File: src/rtl/mbist_op_sel.sv
// MBIST operation selector: walks the valid slots of one march element,
// issuing read/write operations and pulsing address advance / element completion.
module mbist_op_sel #(
    parameter int BIST_OP_SIZE = 4,
    parameter int BIST_STI_WD  = 1 + 3 * BIST_OP_SIZE,
    localparam int IDX_W       = (BIST_OP_SIZE > 1) ? $clog2(BIST_OP_SIZE) : 1
) (
    input  logic                   clk,
    input  logic                   rst,
    input  logic                   run,
    input  logic [BIST_STI_WD-1:0] stimulus,
    input  logic                   last_stimulus,
    input  logic                   last_addr,
    input  logic                   mem_ready,
    output logic                   op_valid,
    output logic                   op_write,
    output logic                   op_invert,
    output logic                   op_reverse,
    output logic [IDX_W-1:0]       op_idx,
    output logic                   last_op,
    output logic                   addr_inc,
    output logic                   sti_done,
    output logic                   bist_done
);

    typedef enum logic [1:0] {
        S_IDLE,
        S_EXEC,
        S_DONE
    } state_t;

    state_t                  r_state;
    state_t                  w_state_nxt;
    logic [IDX_W-1:0]        r_op_idx;
    logic [IDX_W-1:0]        w_idx_nxt;
    logic                    r_bist_done;

    logic [BIST_OP_SIZE-1:0] w_slot_valid;
    logic [BIST_OP_SIZE-1:0] w_slot_write;
    logic [BIST_OP_SIZE-1:0] w_slot_invert;
    logic [IDX_W-1:0]        w_first_idx;
    logic [IDX_W-1:0]        w_next_idx;
    logic                    w_any_valid;
    logic                    w_has_next;
    logic                    w_last_op;
    logic                    w_addr_inc;
    logic                    w_sti_done;

    // Slot decode plus search for the lowest valid slot and the next valid slot above op_idx.
    // NOTE: every variable gets a default before the loops so no latch is inferred.
    always_comb begin
        w_first_idx = '0;
        w_next_idx  = '0;
        w_has_next  = 1'b0;
        for (int k = 0; k < BIST_OP_SIZE; k++) begin
            w_slot_valid[k]  = stimulus[3*k+2];
            w_slot_write[k]  = stimulus[3*k+1];
            w_slot_invert[k] = stimulus[3*k];
        end
        w_any_valid = |w_slot_valid;
        for (int k = BIST_OP_SIZE - 1; k >= 0; k--) begin
            if (w_slot_valid[k]) begin
                w_first_idx = IDX_W'(k);
                if (k > int'(r_op_idx)) begin
                    w_has_next = 1'b1;
                    w_next_idx = IDX_W'(k);
                end
            end
        end
    end

    assign w_last_op  = w_slot_valid[r_op_idx] & ~w_has_next;
    // A run abort suppresses the address advance even while an op is on the bus.
    assign w_addr_inc = (r_state == S_EXEC) & run & mem_ready & w_last_op;

    always_comb begin
        w_state_nxt = r_state;
        w_idx_nxt   = r_op_idx;
        w_sti_done  = 1'b0;
        if (!run) begin
            w_state_nxt = S_IDLE;
            w_idx_nxt   = '0;
        end else begin
            case (r_state)
                S_IDLE: begin
                    w_idx_nxt = '0;
                    if (!r_bist_done) begin
                        if (w_any_valid) begin
                            w_state_nxt = S_EXEC;
                            w_idx_nxt   = w_first_idx;
                        end else begin
                            w_sti_done  = 1'b1;
                            w_state_nxt = S_DONE;
                        end
                    end
                end
                S_EXEC: begin
                    if (mem_ready) begin
                        if (!w_last_op) begin
                            w_idx_nxt = w_next_idx;
                        end else if (last_addr) begin
                            w_sti_done  = 1'b1;
                            w_state_nxt = S_DONE;
                            w_idx_nxt   = '0;
                        end else begin
                            w_idx_nxt = w_first_idx;
                        end
                    end
                end
                S_DONE: begin
                    w_state_nxt = S_IDLE;
                    w_idx_nxt   = '0;
                end
                default: begin
                    w_state_nxt = S_IDLE;
                    w_idx_nxt   = '0;
                end
            endcase
        end
    end

    // NOTE: state registers use non-blocking assignments so every flop samples pre-edge values.
    always_ff @(posedge clk) begin
        if (rst) begin
            r_state     <= S_IDLE;
            r_op_idx    <= '0;
            r_bist_done <= 1'b0;
        end else begin
            r_state  <= w_state_nxt;
            r_op_idx <= w_idx_nxt;
            if (!run) begin
                r_bist_done <= 1'b0;
            end else if (w_sti_done && last_stimulus) begin
                r_bist_done <= 1'b1;
            end
        end
    end

    assign op_valid   = (r_state == S_EXEC);
    assign op_write   = w_slot_write[r_op_idx];
    assign op_invert  = w_slot_invert[r_op_idx];
    assign op_reverse = stimulus[BIST_STI_WD-1];
    assign op_idx     = r_op_idx;
    assign last_op    = w_last_op;
    assign addr_inc   = w_addr_inc;
    assign sti_done   = w_sti_done;
    assign bist_done  = r_bist_done;

endmodule

File: config.mk
export PLATFORM = sky130hd
export DESIGN_NAME = mbist_op_sel
export DESIGN_NICKNAME = d
export VERILOG_FILES = /design/src/rtl/mbist_op_sel.sv
export SDC_FILE = /design/constraint.sdc
export NUM_CORES = 1
export LEC_CHECK = 0
export ABC_AREA = 1
export CAP_MARGIN = 20
export CORE_AREA = 2 2 45 47
export CTS_CLUSTER_DIAMETER = 50
export DETAILED_ROUTE_END_ITERATION = 10
export DIE_AREA = 0 0 47 49
export GPL_TIMING_DRIVEN = 0
export RECOVER_POWER = 100
export SLEW_MARGIN = 10
export SYNTH_ARGS = -nofsm -noshare
export SYNTH_HDL_FRONTEND = slang
export SYNTH_SLANG_ARGS = --single-unit
File: constraint.sdc
create_clock -name clk -period 1.7 [get_ports clk]
set_clock_uncertainty 0.05 [all_clocks]
set_input_delay 0.34 -clock clk [delete_from_list [all_inputs] [get_ports clk]]
set_output_delay 0.34 -clock clk [all_outputs]
set_load 0.01 [all_outputs]
==> results_dict.tcl <==
set metrics [dict create \
    p_int_w 0.0003076 \
    die_h_um 49 \
    seq_area_frac_synth_pct 19.42 \
    yosysTopAreaCellShare_pct 19.42 \
    p_leak_nw 0.4686 \
    ir_worst_vdd_v 0.0003387 \
    clock-sinks 5 \
    max_stage_delay_ns 0.33 \
    grt_pass1_vias 687 \
    power_w 0.0004633 \
    synth_flop_cell "dfxtp_1" \
    fp.dieArea_um2 2303 \
    yosysWarningCount 0 \
    ys_ff_latch 5 \
    powerDensity_nw_per_um2 468.1 \
    worstSetupPathType "reg -> out" \
    worstPathRequired_ns 1.31 \
    clkTransAtPathRegs_ns 0.04 \
    slew_violations 0 \
    sw_frac_of_total_pct 33.61 \
    cp_top_family "simple AND/OR/NAND/NOR gates" \
    synth-edff-count 0 \
    grt_max_degree 10 \
    outcome "complete, but fails checks" \
    synth.most_common_cell "nor2_1" \
    crit_top_cell "nand2_2" \
    globalplace.congestion 0.7939 \
    hold_path_class "reg -> reg" \
    start_util_pct 27.99 \
    root_buffer "clkbuf_4" \
    synthCells 92 \
    num_rows 16 \
    diodes 0 \
    cts_tree "yes" \
    wirelength_mm 1.685 \
    path_buf_inv 2 \
    crit_fanout 7 \
    io_buffers 27 \
    maxSlewHeadroom_pct 78.76 \
    coreArea_um2 1842 \
    path_cells "buf_8 > nand2_4 > nand2_2 > nand2_2 > nor2_4 > nand4_1 > nand2_1 > and3_1 > buf_2" \
    fin_crit_sh_pct 110.5 \
    cpMaxStageDelayCell "dfxtp_2" \
    clockBufferDepth 2 \
    h-tree-depth 1 \
    fin_crit_ns 1.878 \
    drc 0 \
    synthArstFlopShare_pct 0 \
    ys_types 21 \
    die_w_um 47 \
    viasPerCell 4.629 \
    endpoint_kind "output pin" \
    fmax_mhz 532.4 \
    ant_nets 0 \
    syn-num-nets 111 \
    syn_to_final_growth_pct 91.99 \
    io_pins 29 \
    worstSetupStartpointType "flop" \
    p_switching_w 0.0001557 \
    cts_buffers 3 \
    finalSetupViolCount 3 \
    antenna_found_initial 0 \
    dp.final_hpwl_mm 1.176 \
    drt_pass1_iterations 4 \
    finalWorstSetupSlack_ns -0.1782 \
    grt.total_usage_pct 16.33 \
    maxCapViolCount 0 \
    synth_area_um2 515.5 \
    yosys-top-cells-area "dfxtp_1 (19%), nor2_1 (12%), inv_1 (12%)" \
    netlist_top_cells_count "nor2_1 (17), inv_1 (16), nand2_1 (16)" \
    grt_setup_unrepaired "yes" \
    layout-drive-gt1-share_pct 35.61 \
    grt_pass1_wl_mm 2.815 \
    worstPathArrival_ns 1.49 \
    seqPwrFrac_pct 27.7 \
    fin_tns_setup_ns -0.4428 \
    hold_viol 0 \
    yosys.area.top_type "dfxtp_1" \
    drt-initial-drc-count 4 \
    tightest_slew_ns 0.3174 \
    clk_latency_ns 0.24 \
    vias 736 \
    failed_checks "setup timing" \
    combPwrFrac_pct 42.5 \
    fin_nets 152 \
    overflow 0 \
    synth.avg_cell_area_um2 5.603 \
    routed_wire_length_per_instance_um 10.60 \
    clkPwrFrac_pct 29.8 \
]
## per-stage QoR
stage | util (%) | hold WS (ns) | std cells | area (um2) | worst slack, ns
after CTS | 50.75 | 0.4625 | 158 | 934.6 | -0.2067
final | 53.74 | 0.4754 | 159 | 989.7 | -0.1782
after floorplan | - | 0.4449 | 92 | 515.5 | 0.03217
after global routing | 53.74 | 0.5172 | 159 | 989.7 | -0.2679
after detailed placement | 44.50 | 0.4517 | 146 | 819.5 | -0.7854
after global placement | 44.50 | 0.4543 | 146 | 819.5 | -0.7897
## power by group through the flow
stage,Sequential (W),Clock [W],Combinational [W]
finish,0.000128,0.000138,0.000197
detailed placement,0.000129,0,0.000168
floorplan,0.000130,0,0.0000859
global route,0.000129,0.000153,0.000214
global placement,0.000130,0,0.000167
CTS,0.000128,0.000143,0.000181
## per-layer routing
| metal | GRT usage (%) | wire length (um) | vias to the layer above |
|---|---|---|---|
| met1 | 20.09 | 713 | 328 |
| met2 | 27.17 | 853 | 27 |
| met3 | 4.444 | 91 | 4 |
| met5 | 0 | 0 | - |
| met4 | 4.167 | 25 | 0 |
| li1 | - | - | 377 |
## cell families (layout without fill, tap and decap cells)
group	Yosys count	after routing	synth area share [%]
AO/OA/AOI/OAI	20	20	22.82
buffers and inverters	19	59	15.29
flip-flops	5	5	19.42
AND/OR/NAND/NOR	48	48	42.48
## tightest hold or removal path, cell delays in order, from the launching register on
cell and delay, ns:
dfxtp_1 0.32, inv_1 0.10, a21oi_2 0.06
## placed cells by master (no fill, tap or decap), drive strengths merged
master and n:
clkdlybuf4s50 15, a31oi 1, dfxtp 5, and3 1, nor4 1, dlygate4sd2 5
o22ai 2, nand2 20, inv 17, nor2 18, buf 16, nand3 7
dlygate4sd3 2, nand4 1, a21oi 4, o21ai 12, clkbuf 4, o211ai 1
## final cells by class
type / instances / area [um2]
clock buffers: 4 / 26.28
well taps: 27 / 33.78
flip-flops and latches: 5 / 105.1
plain buffers: 2 / 22.52
multi-input cells: 68 / 417.9
inverters: 17 / 71.32
repair buffers: 36 / 312.8
fillers: 198 / 852.1
## path summary, 6_finish.rpt
path                  start   endpoint  slack [ns]  cells past startpoint
hold / removal    bist_done  bist_done        0.48                      2
setup / recovery  op_idx[0]   sti_done       -0.18                      9
setup reg to reg  op_idx[0]  bist_done       -0.15                     14
hold reg to reg   bist_done  bist_done        0.48                      2
## state kept, by name, indices dropped and copies added, names as in the netlist
name and flops:
bist_done 1, r_state 2, op_idx 2
## what timing repair did
action / CTS / global route
hold buffers: 0 / 0
pin swaps: 9 / 9
gates resized for setup: 42 / 17
setup buffers: 8 / 1
endpoints found under the setup margin: 6 / 5
hold endpoints to repair: 0 / 0
(Power assumes the default switching activity.)
